===== config.mk =====
export PLATFORM = sky130hd
export DESIGN_NAME = spi_master_shifter
export DESIGN_NICKNAME = d
export VERILOG_FILES = /design/src/rtl/spi_master_shifter.sv
export SDC_FILE = /design/constraint.sdc
export NUM_CORES = 1
export LEC_CHECK = 0
export CAP_MARGIN = 20
export CORE_MARGIN = 3
export CORE_UTILIZATION = 45
export DETAILED_ROUTE_END_ITERATION = 8
export PLACE_DENSITY = 0.79
export SLEW_MARGIN = 10
export SYNTH_ARGS = -nofsm -noshare
export SYNTH_HDL_FRONTEND = slang
export SYNTH_SLANG_ARGS = --single-unit

===== constraint.sdc =====
create_clock -name m_clk -period 2.48 [get_ports m_clk]
set_input_delay 0.496 -clock m_clk [delete_from_list [all_inputs] [get_ports m_clk]]
set_output_delay 0.496 -clock m_clk [all_outputs]
set_load 0.03 [all_outputs]

===== src/rtl/spi_master_shifter.sv =====
// -----------------------------------------------------------------------------
// spi_master_shifter
//
// Purpose:
//   SPI master (mode 0) that sends one 16-bit frame per start request. The
//   frame is a command/address byte followed by a payload byte (write) or by
//   a dummy 8'h00 byte (read). In read mode the last eight bits clocked in
//   from the slave are presented on rx_data together with the done pulse.
//
// Ports:
//   m_clk     in   system clock, all state changes on the rising edge
//   n_reset   in   asynchronous active-low reset
//   start     in   one-cycle transaction request (ignored while busy/done)
//   rd_mode   in   1 = read frame, 0 = write frame
//   add_byte  in   [0:7] command/address byte, bit 0 goes out first
//   wr_data   in   [7:0] write payload, bit 7 goes out first
//   spi_miso  in   serial data from the slave
//   spi_sclk  out  SPI clock, idles low
//   spi_cs_n  out  active-low slave select
//   spi_mosi  out  serial data to the slave
//   rx_data   out  byte received in read mode
//   busy      out  high while a frame is on the wire
//   done      out  one-cycle completion pulse
//
// Parameter:
//   CLK_DIV   SCLK half-period in m_clk cycles (1..255)
//
// Build option:
//   SPI_MISO_CAPTURE_EN  when defined, MISO is sampled on every rising SCLK
//                        and rx_data is updated at the end of read frames.
//                        When undefined, MISO is ignored and rx_data is 8'h00.
// -----------------------------------------------------------------------------
module spi_master_shifter #(
  parameter int CLK_DIV = 4
) (
  input  logic       m_clk,
  input  logic       n_reset,
  input  logic       start,
  input  logic       rd_mode,
  input  logic [0:7] add_byte,
  input  logic [7:0] wr_data,
  input  logic       spi_miso,
  output logic       spi_sclk,
  output logic       spi_cs_n,
  output logic       spi_mosi,
  output logic [7:0] rx_data,
  output logic       busy,
  output logic       done
);

  typedef enum logic [1:0] {IDLE, SETUP, SHIFT, HOLD} state_e;

  localparam logic [7:0] DIV_LAST = 8'(CLK_DIV - 1);

  state_e      state_q, state_d;
  logic        pend_q, pend_d;      // frame latched, slave select drops next edge
  logic [15:0] frame_q, frame_d;    // bit 15 is the bit currently on MOSI
  logic [7:0]  div_cnt_q, div_cnt_d;
  logic [4:0]  bit_cnt_q, bit_cnt_d; // falling SCLK edges seen so far
  logic        sclk_q, sclk_d;
  logic        cs_n_q, cs_n_d;
  logic        mosi_q, mosi_d;
  logic        busy_q, busy_d;
  logic        done_q, done_d;

  logic        tick;                // half-period boundary
  logic        sample_en;           // this edge raises SCLK
  logic        frame_end;           // this edge closes the frame

  assign tick = (div_cnt_q == DIV_LAST);

  always_comb begin
    state_d   = state_q;
    pend_d    = pend_q;
    frame_d   = frame_q;
    div_cnt_d = div_cnt_q;
    bit_cnt_d = bit_cnt_q;
    sclk_d    = sclk_q;
    cs_n_d    = cs_n_q;
    mosi_d    = mosi_q;
    busy_d    = busy_q;
    done_d    = 1'b0;
    sample_en = 1'b0;
    frame_end = 1'b0;

    case (state_q)
      IDLE: begin
        if (pend_q) begin
          state_d   = SETUP;
          pend_d    = 1'b0;
          cs_n_d    = 1'b0;
          busy_d    = 1'b1;
          mosi_d    = frame_q[15];
          div_cnt_d = 8'd0;
          bit_cnt_d = 5'd0;
        end else if (start && !done_q) begin
          // add_byte is declared [0:7], so bit 0 lands in frame bit 15
          pend_d  = 1'b1;
          frame_d = {add_byte, (rd_mode ? 8'h00 : wr_data)};
        end
      end

      SETUP: begin
        if (tick) begin
          div_cnt_d = 8'd0;
          sclk_d    = 1'b1;
          sample_en = 1'b1;
          state_d   = SHIFT;
        end else begin
          div_cnt_d = div_cnt_q + 8'd1;
        end
      end

      SHIFT: begin
        if (tick) begin
          div_cnt_d = 8'd0;
          if (sclk_q) begin
            sclk_d    = 1'b0;
            bit_cnt_d = bit_cnt_q + 5'd1;
            if (bit_cnt_q == 5'd15) begin
              // last falling edge: MOSI keeps the final bit through HOLD
              state_d = HOLD;
            end else begin
              frame_d = {frame_q[14:0], 1'b0};
              mosi_d  = frame_q[14];
            end
          end else begin
            sclk_d    = 1'b1;
            sample_en = 1'b1;
          end
        end else begin
          div_cnt_d = div_cnt_q + 8'd1;
        end
      end

      HOLD: begin
        if (tick) begin
          div_cnt_d = 8'd0;
          bit_cnt_d = 5'd0;
          cs_n_d    = 1'b1;
          busy_d    = 1'b0;
          mosi_d    = 1'b0;
          done_d    = 1'b1;
          frame_end = 1'b1;
          state_d   = IDLE;
        end else begin
          div_cnt_d = div_cnt_q + 8'd1;
        end
      end

      default: state_d = IDLE;
    endcase
  end

  always_ff @(posedge m_clk or negedge n_reset) begin
    if (!n_reset) begin
      state_q   <= IDLE;
      pend_q    <= 1'b0;
      frame_q   <= 16'h0000;
      div_cnt_q <= 8'd0;
      bit_cnt_q <= 5'd0;
      sclk_q    <= 1'b0;
      cs_n_q    <= 1'b1;
      mosi_q    <= 1'b0;
      busy_q    <= 1'b0;
      done_q    <= 1'b0;
    end else begin
      state_q   <= state_d;
      pend_q    <= pend_d;
      frame_q   <= frame_d;
      div_cnt_q <= div_cnt_d;
      bit_cnt_q <= bit_cnt_d;
      sclk_q    <= sclk_d;
      cs_n_q    <= cs_n_d;
      mosi_q    <= mosi_d;
      busy_q    <= busy_d;
      done_q    <= done_d;
    end
  end

`ifdef SPI_MISO_CAPTURE_EN
  logic       rd_q, rd_d;
  logic [7:0] rx_sh_q, rx_sh_d;     // only the last eight samples are kept
  logic [7:0] rx_q, rx_d;

  always_comb begin
    rd_d    = rd_q;
    rx_sh_d = rx_sh_q;
    rx_d    = rx_q;
    if (state_q == IDLE && !pend_q && start && !done_q) begin
      rd_d = rd_mode;
    end
    if (sample_en) begin
      rx_sh_d = {rx_sh_q[6:0], spi_miso};
    end
    if (frame_end && rd_q) begin
      rx_d = rx_sh_q;
    end
  end

  always_ff @(posedge m_clk or negedge n_reset) begin
    if (!n_reset) begin
      rd_q    <= 1'b0;
      rx_sh_q <= 8'h00;
      rx_q    <= 8'h00;
    end else begin
      rd_q    <= rd_d;
      rx_sh_q <= rx_sh_d;
      rx_q    <= rx_d;
    end
  end

  assign rx_data = rx_q;
`else
  logic capture_unused;
  assign capture_unused = ^{spi_miso, rd_mode, sample_en, frame_end};
  assign rx_data        = 8'h00;
`endif

  assign spi_sclk = sclk_q;
  assign spi_cs_n = cs_n_q;
  assign spi_mosi = mosi_q;
  assign busy     = busy_q;
  assign done     = done_q;

endmodule


# --- Word-level counts from Yosys, hierarchy flattened ---
# Index checks and enable logic that the tools add are counted.
totals:
  out_inout_bits: 13
  ff_bits: 37
classes:
  addsub: 2
  n_reduce_logical: 14
  eq_ne: 14
  mux: 40
ops:
  columns: ["op", "count"]
  rows:
  - ["16-bit 2-to-1 mux", 5]
  - ["16-bit one-hot mux with 2 select lines", 1]
  - ["8-bit 2-to-1 mux", 3]
  - ["5-bit 2-to-1 mux", 4]
  - ["2-bit != test (second input constant)", 9]
  - ["6-bit AND reduction", 3]
  - ["8-bit one-hot mux with 2 select lines", 1]
  - ["5-bit one-hot mux with 3 select lines", 1]
  - ["1-bit 2-to-1 mux", 14]
  - ["2-bit 2-to-1 mux", 6]
  - ["8-bit by 1-bit adder with 8-bit output (second input constant)", 1]
  - ["8-bit by 2-bit equality test with 1-bit output (second input constant)", 1]
  - ["2-bit one-hot mux with 4 select lines", 1]
  - ["1-bit one-hot mux with 2 select lines", 3]
  - ["3-bit AND reduction", 2]
  - ["2-bit nonzero test", 3]
  - ["5-bit by 1-bit adder with 5-bit output (second input constant)", 1]
  - ["5-bit by 4-bit equality test with 1-bit output (second input constant)", 1]
  - ["5-bit AND reduction", 1]
  - ["2-bit equality test (second input constant)", 2]
  - ["1-bit one-hot mux with 3 select lines", 1]
  - ["3-bit nonzero test", 1]
  - ["3-bit OR reduction", 1]
  - ["2-bit by 1-bit equality test with 1-bit output (second input constant)", 1]
  - ["other kinds (3)", 3]

# --- Logic depth before layout (Yosys ltp) ---
# Gate-level depths: netlist (run 1).
logic_depth:
  word_depth: 5
  mapped_depth: 8

# --- Least setup slack after synthesis (run 1) ---
# OpenSTA, ideal clock, no wires.
synth_timing:
  path_kind: "register to register"
  from: "reg bit_cnt_q[0]"
  to: "reg frame_q[13]"
  slack_ns: 0.444
  synth_period_minus_slack_ns: 2.036
  t_required_ns: 2.355
  path_stages_with_launch: 8
  arrival_ns: 1.911
  path_cell_list: "dfrtp_1 -> ha_1 -> and3_1 -> ha_1 -> nand4b_2 -> a22oi_4 -> buf_12 -> mux2_4"
synth_via:
  elab_chain_cells: 3
synth_rtl:
  columns: ["element", "line_no", "source"]
  rows:
  - ["start: declaration", "59", "logic [4:0] bit_cnt_q, bit_cnt_d;"]
  - ["start signal: assignment", "172", "bit_cnt_q <= bit_cnt_d;"]
  - ["5-bit by 4-bit equality test with 1-bit output", "120", "if (bit_cnt_q == 5'd15) begin"]
  - ["2-bit != test (no line)", null, null]
  - ["6-bit AND reduction (no line)", null, null]
  - ["end signal: assignment", "170", "frame_q <= frame_d;"]
  - ["end: declaration", "57", "logic [15:0] frame_q, frame_d;"]
# No other way between the ends.
# A chain may end at the register's enable or synchronous reset.

# --- Final worst setup path (run 1) ---
layout_timing:
  from: "reg state_q[0]"
  to: "reg bit_cnt_q[0]"
layout_via:
  elab_chain_cells: 3
  elab_cells_between_ends: 10
layout_rtl:
  columns: ["element", "line_no", "source"]
  rows:
  - ["start: declaration", "55", "state_e state_q, state_d;"]
  - ["start signal: assignment", "168", "state_q <= state_d;"]
  - ["2-bit equality test / 2-bit zero test (equally long branches)", "86", "case (state_q)"]
  - ["2-bit != test (no line) / 3-bit nonzero test (equally long branches)", null, null]
  - ["5-bit AND reduction (no line)", null, null]
# Parallel ways exist; a longest one is shown, timed or not.

==> qor.csv, run 1 <==
metric;value;unit
Initial Util;47.3;%
critical path type;reg -> reg;
largest net degree at the start of global routing;38;
Tot GR Track Use;15.7;%
routed wire length per instance;14.0;um
clock buffer depth;2;
Tmin final;2.10;ns
cell taking the most area after synthesis;dfrtp_1;
routed wire length;3.70;mm
Max Freq;476;MHz
via total after detailed routing;1426;
Synth Flop Type;dfrtp_1;
post-route clock period utilization;84.7;%
synth unique cells;48;
Rows;24;
Crit Path Max Fanout;8;
end point of the critical path;bit_cnt_q[0];
CTS buffer count;5;
# diodes;0;
Final Max Tran Viols;0;
Max-slew headroom;45.1;%
worst path arrival time;2.28;ns
number of port buffers;24;
Die Height;74.1;um
r2r setup slk;0.38;ns
clk sinks;37;
asr flop ratio synth;100;%
RSZ-0062 raised after global routing;false;
DR iter-0 viols;94;
Worst Setup End Kind;register;
post-synth top area share;43.2;%
synthesized flop and latch total;37;
commonest cells in the netlist;dfrtp_1, mux2_2, nand2_1;
Chip Width;74.1;um
most area-consuming cells after synthesis;dfrtp_1, mux2_2, mux2_4;
GP Congestion;0.777;
fillcell total;388;
full die area;5490;um2
Synth warnings;0;
GR Overflow Total;0;
leakage power;1.08;nW
vias in the first global route;1433;
clock slew at reported path FFs;0.07;ns
Worst R2R Start;state_q[0];
initial antenna violation count;0;
CTS Root Cell;clkbuf_8;
Final Hold Viols;0;
fin util;55.4;%
Worst-Skew Late Latency;0.29;ns
Antenna Nets Post-Route;0;
post-cts resize count;0;
final setup fails;0;
number of synthesized flops with an enable pin;0;
Setup Buffers After CTS;0;
first-pass GRT wire length;6.56;mm
MaxCap Viol Count;0;
worst reg2reg path endpoint;bit_cnt_q[0];
post-route setup TNS;0;ns
post-synthesis sequential area ratio;44.4;%
run status;finished clean;
PD cells;460;nW/um2
count leader, synth;dfrtp_1;
vias per cell;5.40;
Reg2Reg Depth;7;
I/O pin count;34;
worst hold-check path type;in -> async;
CTS Hold Bufs;0;
residual DRC count;0;
CP Launch Type;register;
Mapped Area;2090;um2
final net count;239;
mean post-synth cell area;11.5;um2
placeable core area;4410;um2
Area Overhead vs Synth;17.2;%
share of post-route cells with drive strength above 1;22.6;%
CTS tree;built;
Setup Skew;0.00661;ns
Least-Margin Pin Slew;0.823;ns
1st-pass router iterations;4;
H-tree Lvls;2;
CP startpoint;state_q[0];
HPWL Detailed;2.73;mm
CP Data Required Time;2.66;ns
Gate Count Post-Synth;182;
VDD IR-drop max;0.000254;V
-- how the worst min path moves through the flow --
stage	slack (ns)	endpoint	depth (start not counted)
4_1_cts	0.32	div_cnt_q[3]	1
2_1_floorplan	0.20	bit_cnt_q[0]	0
6_report	0.30	div_cnt_q[1]	1
3_5_place_dp	0.50	frame_q[15]	1
5_1_grt	0.35	div_cnt_q[1]	1
3_3_place_gp	0.49	frame_q[8]	1
-- power breakdown --
group,internal (W),switching (W),total (W)
sequential,0.000612,0.00000477,0.000617
clock,0.000227,0.000204,0.000430
combinational,0.0000397,0.0000379,0.0000777
-- cell usage in the layout, fill, tap and decap left out, types with 4 or more instances in the layout --
master and count:
clkbuf_8 6, dfrtp_1 36, mux2_2 17, ha_1 7
nor2_1 6, nand2_1 14, inv_1 10, mux2_4 8
nand2b_1 4, clkdlybuf4s50_1 23, o21ai_0 9, a22o_1 11
conb_1 8, buf_4 4, a31oi_1 4
-- sequential cells by signal (all words and copies together), names as in the netlist --
name	flops
spi_sclk	1
spi_cs_n	1
done	1
busy	1
pend_q	1
frame_q	16
div_cnt_q	8
spi_mosi	1
bit_cnt_q	5
state_q	2
-- worst max-delay path, cell delays in order, from the launching register on --
cell and delay (ns):
dfrtp_1 0.41, inv_1 0.09, ha_1 0.35, buf_4 0.22
nand2_1 0.10, a21oi_1 0.17, o21ai_0 0.28, mux2_2 0.36
-- metrics by stage --
stage | std cells | power [W] | hold slack [ns] | cell area (um2) | setup WS [ns]
after detailed placement | 256 | 0.000708 | 0.496 | 2360 | 0.379
after CTS | 264 | 0.00115 | 0.319 | 2450 | 0.366
after floorplan | 189 | 0.000671 | 0.200 | 2110 | 0.444
after global routing | 264 | 0.00118 | 0.350 | 2450 | 0.179
final | 264 | 0.00113 | 0.297 | 2450 | 0.380
after global placement | 256 | 0.000707 | 0.487 | 2360 | 0.397
-- metal layers --
| metal | track usage, % | part of all wire (%) | vias up |
|---|---|---|---|
| met5 | 0 | 0 | - |
| li1 | - | - | 695 |
| met3 | 4.73 | 4.7 | 6 |
| met4 | 7.24 | 1.9 | 0 |
| met1 | 19.3 | 46 | 695 |
| met2 | 25.5 | 47 | 30 |
-- area by class of cell --
type | count | area [um2] | share of cell area (%)
clock buffer | 8 | 90.1 | 3.68
inverter | 10 | 37.5 | 1.53
multi-input combinational | 128 | 1040 | 42.6
sequential | 37 | 927 | 37.9
tap | 52 | 65.1 | 2.66
timing repair buffer | 29 | 285 | 11.7
-- cells by family (layout without fill, tap and decap cells) --
family                     Yosys count  after routing  synth area share [%]
buffers and inverters               24             47                  6.95
muxes                               27             27                  15.9
AOI/OAI and AO/OA                   40             40                  14.9
DFF                                 37             37                  44.4
xor gates and xnor gates             1              1                 0.420
and+or+nand+nor                     45             45                  13.1
other                                1              8                 0.180
adders and majority gates            7              7                  4.20
Note: power is estimated with default switching activity, not from simulation.
==> inputs of run 2 (changes only) <==
==> constraint.sdc (replaced) <==
create_clock -name m_clk -period 2.1 [get_ports m_clk]
set_input_delay 0.42 -clock m_clk [delete_from_list [all_inputs] [get_ports m_clk]]
set_output_delay 0.42 -clock m_clk [all_outputs]
set_load 0.03 [all_outputs]
==> run 2 against run 1 <==
Against the previous run:
- sequential share of layout area decreased by 2.5 points
- critical path depth did not move
- flip-flop and latch count unchanged
- combinational power is 24% higher
- setup slack got worse by 0.30 ns
- via count rose by 5.1%
- core utilization up 4.0 points
- critical endpoint is now frame_q[13]
- total power is 31% higher
==> qor.csv, run 2 (synthesis gave the netlist of run 1 again) <==
metric;value;unit;change
first-pass GRT wire length;6.71;mm;+2.3%
max reg flops;16;;unchanged
MaxCap Viol Count;0;;unchanged
initial antenna violation count;0;;unchanged
1st-pass router iterations;4;;unchanged
Rows;24;;unchanged
DR iter-0 viols;68;;-28%
worst path arrival time;2.20;ns;-0.08 ns
final setup fails;0;;unchanged
Crit Path Max Fanout;8;;unchanged
Final Hold Viols;0;;unchanged
HPWL Detailed;2.74;mm;+0.38%
CTS buffer count;5;;unchanged
Setup Skew;0.00579;ns;-0.000818 ns
CTS Hold Bufs;0;;unchanged
multi-input logic area;1060;um2;+2.0%
Area Overhead vs Synth;25.6;%;
Antenna Nets Post-Route;0;;unchanged
Top Usage Layer GRT;met2;;
clock slew at reported path FFs;0.08;ns;about the same
post-route clock period utilization;96.2;%;+12 points
clock buffer depth;2;;unchanged
CTS tree;built;;
met2 Resource Use GR;26.4;%;+0.89 points
I/O pin count;34;;unchanged
critical path type;reg -> reg;;
final net count;252;;+5.4%
run status;finished clean;;
routed wire length per instance;14.5;um;+3.3%
share of post-route cells with drive strength above 1;29.3;%;+6.7 points
clk sinks;37;;unchanged
WHS;0.0741;ns;-0.223 ns
largest register by flop count;frame_q;;
biggest regs;frame_q x16, div_cnt_q x8, bit_cnt_q x5;;
Setup WS post-layout;0.0795;ns;-0.300 ns
VDD IR-drop max;0.000412;V;+63%
full die area;5490;um2;unchanged
residual DRC count;0;;unchanged
GR Overflow Total;0;;unchanged
placeable core area;4410;um2;unchanged
met1 Use GR;19.1;%;-0.13 points
vias in the first global route;1498;;+4.5%
CTS Root Cell;clkbuf_8;;
routed wire length;4.01;mm;+8.4%
Post-DP Area;2420;um2;+2.8%
met3 usage;5.54;%;+0.81 points
PD cells;563;nW/um2;+22%
Chip Width;74.1;um;unchanged
commonest non-fill, non-tap cells in the layout;dfrtp_1, clkdlybuf4s50_1, mux2_2;;
number of port buffers;24;;unchanged
leakage power;1.16;nW;+7.6%
worst hold-check path type;in -> async;;
most common cell after layout, fill and taps aside;dfrtp_1;;
vias per cell;5.41;;+0.19%
Tot GR Track Use;16.0;%;+0.26 points
CP Launch Type;register;;
Max Freq;495;MHz;+4.0%
Reg2Reg Depth;7;;unchanged
CP Data Required Time;2.28;ns;-0.38 ns
Tmin final;2.02;ns;-0.0799 ns
via total after detailed routing;1499;;+5.1%
fillcell total;362;;-6.7%
Initial Util;47.3;%;unchanged
final instance area;2620;um2;+7.2%
Die Height;74.1;um;unchanged
Worst-Skew Late Latency;0.29;ns;about the same
Final Max Tran Viols;0;;unchanged
Post-Place Worst Slack;0.0254;ns;-0.354 ns
post-route setup TNS;0;ns;unchanged
H-tree Lvls;2;;unchanged
Reg area;927;um2;unchanged
GP Congestion;0.752;;-3.2%
largest net degree at the start of global routing;38;;unchanged
# diodes;0;;unchanged
Worst Setup End Kind;register;;
-- run 2: metrics by stage --
step | utilization (%) | cells | power (W)
final | 59.4 | 277 | 0.00147
after CTS | 57.7 | 272 | 0.00149
after global placement | 54.8 | 263 | 0.000839
after detailed placement | 54.8 | 263 | 0.000841
after floorplan | - | 189 | 0.000792
after global routing | 59.4 | 277 | 0.00153
-- run 2: routing by layer --
layer | routed length, um | vias to the layer above | share of wire, %
met4 | 50 | 0 | 1.2
met1 | 1820 | 730 | 45
met3 | 155 | 6 | 3.9
met2 | 1980 | 34 | 49
li1 | - | 729 | -
met5 | 0 | - | 0
-- run 2: worst max-delay path: stages, from the launching register on --
cell       delay, ns
dfrtp_1         0.41
ha_2            0.20
and3_1          0.18
ha_2            0.17
nand4b_4        0.18
a22oi_4         0.25
clkbuf_16       0.21
mux2_4          0.29
-- run 2: what timing repair did --
item                                    4_1_cts  5_1_grt
gates resized for setup                       0        6
pin swaps                                     0        1
gates cloned                                  0        1
endpoints found under the setup margin        3       21
buffers inserted                              1        4
-- run 2: path summary, 6_finish.rpt --
check / startpoint / end / slack (ns)
min reg2reg: frame_q[8] / frame_q[8] / 0.50
max: bit_cnt_q[0] / frame_q[13] / 0.08
min in group m_clk: frame_q[8] / frame_q[8] / 0.50
max in group asynchronous: n_reset / spi_cs_n / 1.77
max reg2reg: bit_cnt_q[0] / frame_q[13] / 0.08
min: n_reset / div_cnt_q[1] / 0.07
-- run 2: where the power goes --
part | internal (W) | switching, W | total, W
Clock | 0.000387 | 0.000263 | 0.000650
Sequential | 0.000723 | 0.00000555 | 0.000728
Combinational | 0.0000509 | 0.0000457 | 0.0000965
Total | 0.00116 | 0.000314 | 0.00147
-- run 2: layout make-up --
cell class,instances,share of cell area (%)
clock inverter,1,1.15
timing repair buffer,42,15.8
tap,52,2.48
clock buffer,7,3.29
multi-input combinational,128,40.5
inverter,10,1.43
sequential,37,35.4
==> inputs of run 3 (changes only) <==
--- a/config.mk
+++ b/config.mk
@@ -7,9 +7,9 @@
 export LEC_CHECK = 0
 export CAP_MARGIN = 20
 export CORE_MARGIN = 3
-export CORE_UTILIZATION = 45
+export CORE_UTILIZATION = 40
 export DETAILED_ROUTE_END_ITERATION = 8
-export PLACE_DENSITY = 0.79
+export PLACE_DENSITY = 0.73
 export SLEW_MARGIN = 10
 export SYNTH_ARGS = -nofsm -noshare
 export SYNTH_HDL_FRONTEND = slang
==> run 3 against run 2 <==
Against the previous run:
- largest cell class unchanged
- setup slack improved by 0.013 ns
- hold slack improved by 0.087 ns
- critical endpoint is now frame_q[2]
- cell area fell by 2.3%
- critical path depth did not move
- maximum frequency rose by 0.64%
==> qor.csv, run 3 (synthesis gave the netlist of run 1 again) <==
metric;value;unit;change
CP Data Required Time;2.27;ns;about the same
Worst-Skew Late Latency;0.29;ns;about the same
max reg flops;16;;unchanged
DR iter-0 viols;63;;-7.4%
critical path type;reg -> reg;;
VDD IR-drop max;0.000415;V;+0.72%
largest net degree at the start of global routing;38;;unchanged
CTS Root Cell;clkbuf_8;;
run status;finished clean;;
RSZ-0062 raised after global routing;false;;
HPWL Detailed;2.68;mm;-2.3%
Initial Util;42.8;%;-4.5 points
initial antenna violation count;0;;unchanged
max layer used;met4;;
# diodes;0;;unchanged
Tmin final;2.01;ns;-0.0128 ns
vias per cell;4.97;;-8.1%
CP delay by family, top;flip-flops;;
clk sinks;37;;unchanged
final instance area;2560;um2;-2.3%
placeable core area;4880;um2;+11%
residual DRC count;0;;unchanged
critical path, cell by cell;ha_2 -> and3_1 -> ha_2 -> nand4b_4 -> a22oi_4 -> clkbuf_16 -> mux2_4;;
PD cells;507;nW/um2;-9.8%
Final Hold Viols;0;;unchanged
leakage power;1.13;nW;-3.1%
Final Max Tran Viols;0;;unchanged
CP Launch Type;register;;
largest register by flop count;frame_q;;
clock slew at reported path FFs;0.07;ns;about the same
routed wire length per instance;12.9;um;-11%
Max-slew headroom;57.9;%;
metal1 wirelength;1.83;mm;+0.16%
commonest non-fill, non-tap cells in the layout;dfrtp_1, clkdlybuf4s50_1, mux2_2;;
post-route setup TNS;0;ns;unchanged
Tot GR Track Use;12.8;%;-3.2 points
Max stage delay cell, worst path;dfrtp_1;;
final net count;249;;-1.2%
Area Overhead vs Synth;22.7;%;
final setup fails;0;;unchanged
biggest regs;frame_q x16, div_cnt_q x8, bit_cnt_q x5;;
1st-pass router iterations;4;;unchanged
Die Height;78.2;um;+5.6%
Post-DP Area;2430;um2;+0.26%
GR Overflow Total;0;;unchanged
Crit Path Max Fanout;8;;unchanged
post-route clock period utilization;95.6;%;-0.61 points
WHS;0.161;ns;+0.0870 ns
Worst Setup End Kind;register;;
share of post-route cells with drive strength above 1;26.6;%;-2.8 points
I/O pin count;34;;unchanged
first-pass GRT wire length;6.34;mm;-5.5%
vias in the first global route;1418;;-5.3%
CTS buffer count;5;;unchanged
critical path's most frequent cell;ha_2;;
Rows;25;;+4.2%
Setup Skew;0.00443;ns;-0.00136 ns
worst path buffer plus inverter count;1;;unchanged
Antenna Nets Post-Route;0;;unchanged
Chip Width;78.2;um;+5.6%
worst path arrival time;2.18;ns;-0.02 ns
via total after detailed routing;1437;;-4.1%
H-tree Lvls;2;;unchanged
full die area;6120;um2;+11%
most common cell after layout, fill and taps aside;dfrtp_1;;
CTS Hold Bufs;0;;unchanged
Least-Margin Pin Slew;0.625;ns;
Max Freq;498;MHz;+0.64%
wire length on met3;168;um;+8.4%
worst hold-check path type;in -> async;;
MaxCap Viol Count;0;;unchanged
met2 WL;1.69;mm;-15%
number of port buffers;24;;unchanged
Worst path max stage delay;0.40;ns;about the same
routed wire length;3.74;mm;-6.8%
CTS tree;built;;
GP Congestion;0.727;;-3.4%
clock buffer depth;2;;unchanged
[run 3: changes by cell type in the layout (fill, tap and decap cells not counted), sizes merged]
cell    before  now
bufinv       1    0
clkbuf       8    9
buf         18   15
[run 3: routing by layer]
metal | vias to the layer above | GRT usage, %
li1 | 722 | -
met1 | 679 | 17.2
met2 | 29 | 19.9
met3 | 7 | 3.67
met4 | 0 | 4.55
met5 | - | 0
[run 3: report_power, final]
group          switching [W]  internal [W]  total [W]
sequential        0.00000563      0.000723   0.000729
clock               0.000241      0.000236   0.000477
combinational      0.0000451     0.0000482  0.0000933
total               0.000292       0.00101    0.00130
[run 3: layout make-up]
cell class	count	area (um2)
fill	442	2320
multi-input combinational	128	1050
sequential	37	927
timing repair buffer	39	378
tap	67	83.8
clock buffer	8	80.1
inverter	10	37.5
[run 3: per-stage QoR]
step / setup WS (ns) / cells / util [%] / power, W
floorplan: 0.0643 / 189 / - / 0.000792
global placement: 0.0530 / 278 / 49.7 / 0.000836
detailed placement: 0.0336 / 278 / 49.7 / 0.000837
CTS: 0.00961 / 286 / 51.4 / 0.00131
global route: 0.00285 / 289 / 52.5 / 0.00135
finish: 0.0923 / 289 / 52.5 / 0.00130
[run 3: worst register-to-register path, cell delays in order, from the launching register on]
cell	delay (ns)
dfrtp_1	0.40
ha_2	0.19
and3_1	0.19
ha_2	0.18
nand4b_4	0.18
a22oi_4	0.25
clkbuf_16	0.21
mux2_4	0.30
[run 3: final timing paths]
kind,from,to,slack [ns],cells past startpoint
setup reg to reg,bit_cnt_q[1],frame_q[2],0.09,7
setup / recovery,bit_cnt_q[1],frame_q[2],0.09,7
hold / removal,n_reset,div_cnt_q[1],0.16,2
max in group asynchronous,n_reset,spi_cs_n,1.59,2
hold reg to reg,frame_q[12],frame_q[12],0.51,1
min in group m_clk,frame_q[12],frame_q[12],0.51,1
[run 3: what timing repair did]
item | in CTS | in global routing
endpoints found under the setup margin | 0 | 14
setup buffers | 0 | 2
resized for setup | 0 | 3
